## src/rtl/vol_meter_pkg.sv

```systemverilog
// ---------------------------------------------------------------------------
// vol_meter_pkg
// Shared definitions for the volume-meter family: RGB565 colour constants,
// the level index type and the quantiser step calculation.
// ---------------------------------------------------------------------------
package vol_meter_pkg;

    // Bar / peak level index, 0..15
    typedef logic [3:0] level_t;

    // RGB565 colours used by the renderer
    localparam logic [15:0] BLACK  = 16'h0000;
    localparam logic [15:0] GREEN  = 16'h07E0;
    localparam logic [15:0] YELLOW = 16'hFFE0;
    localparam logic [15:0] RED    = 16'hF800;
    localparam logic [15:0] WHITE  = 16'hFFFF;

    // Width of one bar segment in magnitude units: the full magnitude range
    // split into N_LEVELS+1 bands, floored.
    function automatic int unsigned calc_step(input int unsigned mag_w,
                                              input int unsigned n_levels);
        return (32'd1 << mag_w) / (n_levels + 32'd1);
    endfunction

endpackage

```

## src/rtl/vol_meter_peak_oled_if.sv

```systemverilog
// ---------------------------------------------------------------------------
// vol_meter_peak_oled_if
// Bundles the sample stream, the OLED pixel coordinate/colour pair and the
// meter status outputs of vol_meter_peak_oled.
//   sample_valid, sample : magnitude sample strobe and value (source -> meter)
//   x, y                 : current OLED pixel coordinate    (display -> meter)
//   oled_data            : RGB565 colour for (x, y)         (meter -> display)
//   bar_level            : displayed bar level
//   peak_level           : peak marker level
//   update_pulse         : one-cycle strobe when new levels become visible
// Modports: master = sample source / display driver, slave = the meter.
// ---------------------------------------------------------------------------
interface vol_meter_peak_oled_if
    import vol_meter_pkg::*;
#(
    parameter int MAG_W = 11
);
    logic             sample_valid;
    logic [MAG_W-1:0] sample;
    logic [6:0]       x;
    logic [6:0]       y;
    logic [15:0]      oled_data;
    level_t           bar_level;
    level_t           peak_level;
    logic             update_pulse;

    modport master (
        output sample_valid, sample, x, y,
        input  oled_data, bar_level, peak_level, update_pulse
    );

    modport slave (
        input  sample_valid, sample, x, y,
        output oled_data, bar_level, peak_level, update_pulse
    );
endinterface

```

## src/rtl/vol_level_quant.sv

```systemverilog
// ---------------------------------------------------------------------------
// vol_level_quant
// Purely combinational magnitude -> bar level quantiser.
//   mag   : unsigned magnitude
//   level : min(floor(mag / STEP), N_LEVELS)
// Uses N_LEVELS parallel threshold compares instead of a divider; the
// thresholds rise monotonically, so the highest passing compare wins and the
// result saturates at N_LEVELS by construction.
// ---------------------------------------------------------------------------
module vol_level_quant
    import vol_meter_pkg::*;
#(
    parameter int MAG_W    = 11,
    parameter int N_LEVELS = 9
) (
    input  logic [MAG_W-1:0] mag,
    output level_t           level
);
    localparam int unsigned STEP = calc_step(MAG_W, N_LEVELS);

    always_comb begin
        level = '0;
        for (int k = 1; k <= N_LEVELS; k++) begin
            if (32'(mag) >= 32'(k * STEP)) begin
                level = level_t'(k);
            end
        end
    end

endmodule

```

## src/rtl/vol_meter_peak_oled.sv

```systemverilog
// ---------------------------------------------------------------------------
// vol_meter_peak_oled
// Peak-hold bar volume meter rendered onto a 96x64 RGB565 OLED stream.
//   clk, reset : system clock, asynchronous active-high reset
//   bus        : vol_meter_peak_oled_if slave port
//                (sample_valid/sample in, x/y in, oled_data out,
//                 bar_level/peak_level/update_pulse out)
// Tracks the maximum sample over each UPDATE_DIV-cycle window, quantises it
// to a bar level with instant attack and one-level-per-update decay, and
// keeps a peak marker that holds for HOLD_UPDATES updates before decaying.
// The pixel colour is combinational from (x, y) and the registered levels.
// ---------------------------------------------------------------------------
module vol_meter_peak_oled
    import vol_meter_pkg::*;
#(
    parameter int MAG_W        = 11,
    parameter int N_LEVELS     = 9,
    parameter int UPDATE_DIV   = 2_000_000,
    parameter int HOLD_UPDATES = 10,
    parameter int X_LO         = 32,
    parameter int X_HI         = 63,
    parameter int Y_BOTTOM     = 63,
    parameter int SEG_H        = 6,
    parameter int SEG_PITCH    = 7,
    parameter int GREEN_TOP    = 3,
    parameter int YELLOW_TOP   = 6
) (
    input  logic                  clk,
    input  logic                  reset,
    vol_meter_peak_oled_if.slave  bus
);
    localparam int DIV_W  = $clog2(UPDATE_DIV);
    localparam int HOLD_W = (HOLD_UPDATES < 1) ? 1 : $clog2(HOLD_UPDATES + 1);

    localparam logic [DIV_W-1:0]  DIV_LAST  = DIV_W'(UPDATE_DIV - 1);
    localparam logic [HOLD_W-1:0] HOLD_INIT = HOLD_W'(HOLD_UPDATES);

    logic [DIV_W-1:0]  div_cnt;
    logic [MAG_W-1:0]  win_max;
    logic [MAG_W-1:0]  m_close;
    level_t            q_level;
    level_t            bar_q,   bar_nxt;
    level_t            peak_q,  peak_nxt;
    logic [HOLD_W-1:0] hold_cnt, hold_nxt;
    logic              update_cycle;
    logic              update_pulse_q;

    assign update_cycle = (div_cnt == DIV_LAST);

    // Window maximum as it stands on the closing cycle, including a sample
    // that lands on that very cycle.
    assign m_close = (bus.sample_valid && (bus.sample > win_max)) ? bus.sample : win_max;

    vol_level_quant #(
        .MAG_W    (MAG_W),
        .N_LEVELS (N_LEVELS)
    ) u_quant (
        .mag   (m_close),
        .level (q_level)
    );

    // Meter update rules: bar attacks instantly and decays by one per update;
    // the peak marker re-arms its hold on any level at or above it, otherwise
    // burns hold time before decaying. Together these keep peak >= bar.
    always_comb begin
        bar_nxt  = bar_q;
        peak_nxt = peak_q;
        hold_nxt = hold_cnt;
        if (update_cycle) begin
            if (q_level >= bar_q) begin
                bar_nxt = q_level;
            end else begin
                bar_nxt = bar_q - 4'd1;
            end

            if (q_level >= peak_q) begin
                peak_nxt = q_level;
                hold_nxt = HOLD_INIT;
            end else if (hold_cnt != '0) begin
                hold_nxt = hold_cnt - HOLD_W'(1);
            end else if (peak_q != '0) begin
                peak_nxt = peak_q - 4'd1;
            end
        end
    end

    // ---- Registered meter state (divider, window, levels) ----
    always_ff @(posedge clk or posedge reset) begin
        if (reset) begin
            div_cnt        <= '0;
            win_max        <= '0;
            bar_q          <= '0;
            peak_q         <= '0;
            hold_cnt       <= '0;
            update_pulse_q <= 1'b0;
        end else begin
            update_pulse_q <= update_cycle;
            bar_q          <= bar_nxt;
            peak_q         <= peak_nxt;
            hold_cnt       <= hold_nxt;
            if (update_cycle) begin
                div_cnt <= '0;
                win_max <= '0;
            end else begin
                div_cnt <= div_cnt + DIV_W'(1);
                if (bus.sample_valid && (bus.sample > win_max)) begin
                    win_max <= bus.sample;
                end
            end
        end
    end

    assign bus.bar_level    = bar_q;
    assign bus.peak_level   = peak_q;
    assign bus.update_pulse = update_pulse_q;

    // ---- Pixel renderer (combinational) ----
    int x_i;
    int y_i;
    assign x_i = int'(bus.x);
    assign y_i = int'(bus.y);

    logic [N_LEVELS:1] row_hit;

    for (genvar k = 1; k <= N_LEVELS; k++) begin : g_seg
        localparam int SEG_BOT = Y_BOTTOM - (k - 1) * SEG_PITCH;
        localparam int SEG_TOP = SEG_BOT - SEG_H + 1;
        assign row_hit[k] = (y_i >= SEG_TOP) && (y_i <= SEG_BOT);
    end

    level_t seg;

    // Segment under the current pixel, 0 for gaps and out-of-column pixels.
    always_comb begin
        seg = '0;
        if ((x_i >= X_LO) && (x_i <= X_HI)) begin
            for (int k = 1; k <= N_LEVELS; k++) begin
                if (row_hit[k]) begin
                    seg = level_t'(k);
                end
            end
        end
    end

    always_comb begin
        bus.oled_data = BLACK;
        if (seg != '0) begin
            if (seg <= bar_q) begin
                if (seg <= level_t'(GREEN_TOP)) begin
                    bus.oled_data = GREEN;
                end else if (seg <= level_t'(YELLOW_TOP)) begin
                    bus.oled_data = YELLOW;
                end else begin
                    bus.oled_data = RED;
                end
            end else if ((seg == peak_q) && (peak_q > bar_q)) begin
                bus.oled_data = WHITE;
            end
        end
    end

endmodule

```

## src/flat_wrapper.sv

```systemverilog
// flat-port wrapper written by rule: the top's interface ports become plain ports
module vol_meter_peak_oled_flat import vol_meter_pkg::*;
#(
    parameter int MAG_W        = 11,
    parameter int N_LEVELS     = 9,
    parameter int UPDATE_DIV   = 2_000_000,
    parameter int HOLD_UPDATES = 10,
    parameter int X_LO         = 32,
    parameter int X_HI         = 63,
    parameter int Y_BOTTOM     = 63,
    parameter int SEG_H        = 6,
    parameter int SEG_PITCH    = 7,
    parameter int GREEN_TOP    = 3,
    parameter int YELLOW_TOP   = 6
)
  (clk, reset, bus_sample_valid, bus_sample, bus_x, bus_y, bus_oled_data, bus_bar_level, bus_peak_level, bus_update_pulse);
  vol_meter_peak_oled_if #(.MAG_W(MAG_W)) bus_i ();
  input  logic clk;
  input  logic reset;
  input wire logic [$bits(bus_i.sample_valid)-1:0] bus_sample_valid;
  input wire logic [$bits(bus_i.sample)-1:0] bus_sample;
  input wire logic [$bits(bus_i.x)-1:0] bus_x;
  input wire logic [$bits(bus_i.y)-1:0] bus_y;
  output wire logic [$bits(bus_i.oled_data)-1:0] bus_oled_data;
  output wire logic [$bits(bus_i.bar_level)-1:0] bus_bar_level;
  output wire logic [$bits(bus_i.peak_level)-1:0] bus_peak_level;
  output wire logic [$bits(bus_i.update_pulse)-1:0] bus_update_pulse;
  assign bus_i.sample_valid = bus_sample_valid;
  assign bus_i.sample = bus_sample;
  assign bus_i.x = bus_x;
  assign bus_i.y = bus_y;
  assign bus_oled_data = bus_i.oled_data;
  assign bus_bar_level = bus_i.bar_level;
  assign bus_peak_level = bus_i.peak_level;
  assign bus_update_pulse = bus_i.update_pulse;
  vol_meter_peak_oled #(.MAG_W(MAG_W), .N_LEVELS(N_LEVELS), .UPDATE_DIV(UPDATE_DIV), .HOLD_UPDATES(HOLD_UPDATES), .X_LO(X_LO), .X_HI(X_HI), .Y_BOTTOM(Y_BOTTOM), .SEG_H(SEG_H), .SEG_PITCH(SEG_PITCH), .GREEN_TOP(GREEN_TOP), .YELLOW_TOP(YELLOW_TOP)) u_core (.clk(clk), .reset(reset), .bus(bus_i));
endmodule
```

## config.mk

```make
export PLATFORM = sky130hd
export DESIGN_NAME = vol_meter_peak_oled_flat
export DESIGN_NICKNAME = d
export VERILOG_FILES = /design/src/rtl/vol_meter_pkg.sv /design/src/rtl/vol_meter_peak_oled_if.sv /design/src/rtl/vol_level_quant.sv /design/src/rtl/vol_meter_peak_oled.sv /design/src/flat_wrapper.sv
export SDC_FILE = /design/constraint.sdc
export NUM_CORES = 1
export LEC_CHECK = 0
export CORE_AREA = 2 2 82 84
export CTS_BUF_LIST = sky130_fd_sc_hd__clkbuf_4 sky130_fd_sc_hd__clkbuf_8 sky130_fd_sc_hd__clkbuf_16
export CTS_CLUSTER_SIZE = 30
export DETAILED_ROUTE_END_ITERATION = 16
export DIE_AREA = 0 0 84 86
export DONT_BUFFER_PORTS = 1
export GPL_ROUTABILITY_DRIVEN = 1
export GPL_TIMING_DRIVEN = 0
export PLACE_DENSITY = 0.73
export SYNTH_ARGS = -nofsm -noshare
export SYNTH_HDL_FRONTEND = slang
export SYNTH_HIERARCHICAL = 1
export SYNTH_SLANG_ARGS = --single-unit
```

## constraint.sdc

```tcl
create_clock -name clk -period 6.2 [get_ports clk]
set_clock_uncertainty 0.2 [all_clocks]
set_input_delay 0.93 -clock clk [delete_from_list [all_inputs] [get_ports clk]]
set_output_delay 0.93 -clock clk [all_outputs]
set_load 0.01 [all_outputs]
```

* Yosys cells after proc, flatten, opt, wreduce, memory -nomap -nowiden
Cells that the tools add are included.
Storage, ports and cells: bits in registers 45
Cells by class: add/sub/neg operators 4, magnitude comparators 36, eq/ne operators 3, muxes and demuxes 33, reduce and logical (&&, ||, !) cells 19
Operators with widths (count):
- $mux 4 | 17
- $mux 16 | 4
- $ge 11x11->1 const B | 4
- $le 7x6->1 const B | 6
- $ge 7x6->1 const B | 5
- $ge 11x10->1 const B | 3
- $mux 11 | 3
- $add 21x1->21 const B | 1
- $eq 21x21->1 const B | 1
- $ge 7x5->1 const B | 3
- $mux 21 | 1
- $le 7x5->1 const B | 2
- $logic_and 1x1->1 | 12
- $mux 3 | 4
- $reduce_bool 4->1 | 3
- $sub 4x1->4 const B | 3
- $ge 11x8->1 const B | 1
- $ge 11x9->1 const B | 1
- $gt 11x11->1 | 1
- $ge 4x4->1 | 2
- $ge 7x2->1 const B | 1
- $ge 7x4->1 const B | 1
- $le 7x3->1 const B | 1
- $le 7x4->1 const B | 1
- 11 further kinds | 14

* Longest topological paths before layout
word-level depth 17, mapped depth 24, mapped depth without buffers 21

* By module
Netlist, hierarchy kept.
By module, submodules not included:
- vol_meter_peak_oled | times used 1, cells an instance 390, area each 3409.5 um^2
- vol_level_quant | times used 1, cells an instance 38, area each 245.2 um^2

* Least setup slack after synthesis
Ideal clock, no wire load.
path kind input-to-reg, from in bus_sample[8], to reg u_core.peak_q[3], in the netlist u_core/bus.peak_level[3], library setup time 0.137 ns, arrival 5.029 ns, required time 5.863 ns, slack 0.834 ns, stages on the path 23, buffers on the path 3, cell sequence ha_1 -> a21o_1 -> a21o_1 -> a21oi_1 -> nand2_1 -> o21ai_1 -> buf_2 -> mux2_2 -> buf_6 -> or3_1 -> a31oi_1 -> a311oi_1 -> a22oi_1 -> inv_1 -> ha_1 -> nand2b_1 -> a21o_1 -> a21o_1 -> a21oi_1 -> clkbuf_1 -> nand4_1 -> o21ai_0 -> a21oi_1
Between the ends: cells in the longest elaborated chain, start to end 16
RTL lines:
- start: declaration | RTL line flat_wrapper.sv:21 | input wire logic [$bits(bus_i.sample)-1:0] bus_sample;
- $gt 11x11->1 * | RTL line vol_meter_peak_oled.sv:52 | assign m_close = (bus.sample_valid && (bus.sample > win_max)) ? bus.sample : win_max;
- $logic_and 1x1->1 * | RTL line vol_meter_peak_oled.sv:52
- $mux 11 * | RTL line vol_meter_peak_oled.sv:52
- named net u_core.m_close[5] | RTL line vol_meter_peak_oled.sv:40 | logic [MAG_W-1:0] m_close;
- $ge 11x8->1 | RTL line vol_level_quant.sv:24 | if (32'(mag) >= 32'(k * STEP)) begin
- $mux 1 | RTL line vol_level_quant.sv:24
- $mux 4 (7 in a row) | RTL line vol_level_quant.sv:24
- $mux 4 * | RTL line vol_level_quant.sv:24
- named net u_core.q_level[0] | RTL line vol_meter_peak_oled.sv:41 | level_t q_level;
- $ge 4x4->1 * | RTL line vol_meter_peak_oled.sv:76 | if (q_level >= peak_q) begin
- $ne 2x1->1 (no line) or $reduce_bool 2->1 (tied branches)
- $reduce_and 3->1 (no line)
- end signal: assignment | RTL line vol_meter_peak_oled.sv:99 | peak_q <= peak_nxt;
- end: declaration | RTL line vol_meter_peak_oled.sv:43 | level_t peak_q, peak_nxt;
The timed path passes the listed nets; every way through them passes the cells marked *. A chain may end at the register's enable or synchronous reset.

* Worst setup path after layout
Same ends and word-level chain as after synthesis.

==> impl_metrics.toml <==
[logic_synthesis]
synth_common_cells = "dfrtp_1 (45), inv_1 (36), ha_1 (33), nand2_1 (33), a21oi_1 (29)"
synth_area_sq_um = 3650
syn_nets = 489
yosys.area.top_type = "dfrtp_1"
yosys_warnings = 6
synth-edff-count = 0
syn_avg_cell_area_sq_um = 8.54
synthArstFlopShare_pct = 100
synth_ff_type = "dfrtp_1"
netlist_instances = 428
synthTopCellsByArea = "dfrtp_1 (31%), ha_1 (11%), a21oi_1 (4.0%)"
synth_top_area_share_pct = 30.8
yosysSeqAreaShare_pct = 30.8
ys_ff_latch = 45
ys_types = 63
yosysMostFrequentCell = "dfrtp_1"

[cts]
cts_buffer_depth = 2
postCtsHoldBufs = 0
clockRootBuffer = "clkbuf_8"
cts_max_level = 2
clk_latency_ns = 0.30
cts_setup_buffers = 0
cts_sinks = 45
cts_buffers = 5
path_clk_slew_ns = 0.09
cts_tree = "done"
postCtsResizedCells = 0

[sta]
grt_setup_unrepaired = "false"
min_period_ns = 5.68
setup_tns_ns = 0
fmax_ghz = 0.176
slew_violations = 0
fin_crit_sh_pct = 91.5
setup_viol = 0
setup_slack_ns = 0.525
tightest_slew_ns = 0.836
final_hold_viol_count = 0
holdWs_ns = 0.272
slew_headroom_pct = 43.8

[global_routing]
antenna_found_initial = 0
overflow = 0
grt.met2_usage_pct = 37.4
grt_pass1_wl_mm = 13.0
busiest_layer = "met2"
grt_util_met1_pct = 27.9
grtUsageTotal_pct = 21.5
grt_pass1_vias = 2891
grt_start_max_net_pins = 31
met3_usage_pct = 3.85

[route]
drc = 0
drt_wl_total_mm = 7.55
wl_per_cell_um = 14.7
dr.pass1.iters = 4
antenna_left = 0
num_vias = 3021
vias_per_cell = 5.88
drtIter0Drc = 173

[critical_path]
crit_chain = "ha_1, a21o_1, a21o_1, a21oi_1, nand2_1, o21ai_1, buf_2, mux2_2, buf_6, or3_1, a31oi_1, a311oi_1, a22oi_1, inv_1, ha_1, nand2b_1, a21o_1, a21o_1, a21oi_1, clkbuf_1, nand2_1, a21oi_1, a21oi_1"
cp_slowest_cell = "mux2_2"
startpoint = "bus_sample[8]"
reg2regPathDepth = 24
r2r-end = "u_core/bus.peak_level[3]$_DFFE_PP0P_"
crit_arrival_ns = 5.64
critPathMaxStageDelay_ns = 0.39
required_ns = 6.17
crit_fanout = 10
r2r-start = "u_core/win_max[8]$_DFF_PP0_"
endpoint = "u_core/bus.peak_level[3]$_DFFE_PP0P_"
start_kind = "input port"
endpoint_kind = "register"
crit_type = "input port to register"
r2r_slack_ns = 0.77

[die]
pin_count = 53
coreArea_sq_um = 6280
dieHeight_um = 86
num_rows = 29
start_util_pct = 58.2
die_w_um = 84
dieArea_sq_um = 7220

[place]
numPortBuffers = 0
dpl.cell_count = 506
pre_cts_ws_ns = 0.238
dp_hpwl_mm = 5.71
place_congestion = 0.883

[pwr]
leakage_nw = 1.77
powerDensity_nw_per_um2 = 328
finalPower_w = 0.00128
max-vdd-ir-drop_uv = 220

[layout]
final_nets = 497
area_delta_synth_final_pct = 6.26
fill_cells = 542
fin_cells = 514
layout-drive-gt1-share_pct = 12.1
antennaDiodeCount = 0

[hold_path]
worstHoldPathType = "input port to asynchronous set/reset pin"

[status]
status = "finished clean"

[job]
max-cap-violations = 0
[flip-flops by register name (all words and copies together), names as in the netlist]
signal	cells
u_core/win_max	11
u_core/div_cnt	21
u_core/hold_cnt	4
u_core/bus.update_pulse	1
u_core/bus.peak_level	4
u_core/bus.bar_level	4
[report_power, final]
part,internal [W],switching [W],total (W)
sequential,0.000331,0.0000165,0.000347
combinational,0.000296,0.000404,0.000700
clock,0.000121,0.000108,0.000229
total,0.000748,0.000528,0.00128
[layout by cell type (no fill, tap or decap), types with 4 or more instances in the layout]
cell type / n
nand2b_1: 9
and2_1: 4
inv_1: 35
nor2_1: 24
nand3_1: 17
xor2_1: 9
xnor2_1: 9
clkbuf_8: 5
a21o_1: 7
mux2_2: 11
buf_2: 7
nor3_1: 14
a211oi_1: 4
or3_1: 4
nand4_1: 10
nor2b_1: 18
buf_4: 13
dfrtp_1: 45
a21oi_1: 29
o21ai_0: 19
ha_1: 33
clkbuf_1: 5
nand2_1: 33
[cells by family (layout without fill, tap and decap cells)]
kind of cell,count (synthesis),after routing,share of synthesized area (%)
AO/OA/AOI/OAI,103,103,19.2
XOR/XNOR,18,18,4.31
adder cells (fa/ha/maj),33,33,11.3
buffers and inverters,63,72,8.25
flip-flops,45,45,30.8
multiplexers,14,14,4.21
AND/OR/NAND/NOR,152,152,21.9
[worst max-delay path, delay by kind of cell]
kind | cells | cell delay, ns
compound gates | 12 | 2.17
buf+inv | 4 | 0.91
simple gates | 4 | 0.67
fa+ha+maj | 2 | 0.57
mux | 1 | 0.39
[area by class of cell]
class                      instances  area [sq um]  area share (%)
clock inverter                     3          43.8            1.13
multi-input combinational        320          2230            57.3
sequential                        45          1130            29.0
buffer                            27           166            4.28
clock buffer                       5          68.8            1.77
inverter                          36           135            3.48
timing repair buffer               1          20.0           0.515
tap                               77          96.3            2.48
[worst min-delay path by stage]
stage / startpoint / to / slack [ns] / depth (start not counted)
5_1_grt: reset / u_core/div_cnt[8]$_DFF_PP0_ / 0.28 / 1
3_3_place_gp: u_core/div_cnt[6]$_DFF_PP0_ / u_core/div_cnt[6]$_DFF_PP0_ / 0.26 / 1
2_1_floorplan: u_core/div_cnt[6]$_DFF_PP0_ / u_core/div_cnt[6]$_DFF_PP0_ / 0.24 / 1
3_5_place_dp: u_core/div_cnt[6]$_DFF_PP0_ / u_core/div_cnt[6]$_DFF_PP0_ / 0.26 / 1
4_1_cts: reset / u_core/div_cnt[17]$_DFF_PP0_ / 0.27 / 1
6_report: reset / u_core/div_cnt[8]$_DFF_PP0_ / 0.27 / 1
[through the flow]
step           area (sq um)  utilization (%)
2_1_floorplan          3650                -
3_3_place_gp           3750             59.8
3_5_place_dp           3770             60.1
4_1_cts                3880             61.9
5_1_grt                3880             61.9
6_report               3880             61.9
[metal layers]
layer  up-vias  share of wire (%)
met1      1416                 46
met5         -                  0
met4         0                1.2
met3         8                4.7
li1       1530                  -
met2        67                 48
Note: power is estimated with default switching activity, not from simulation.
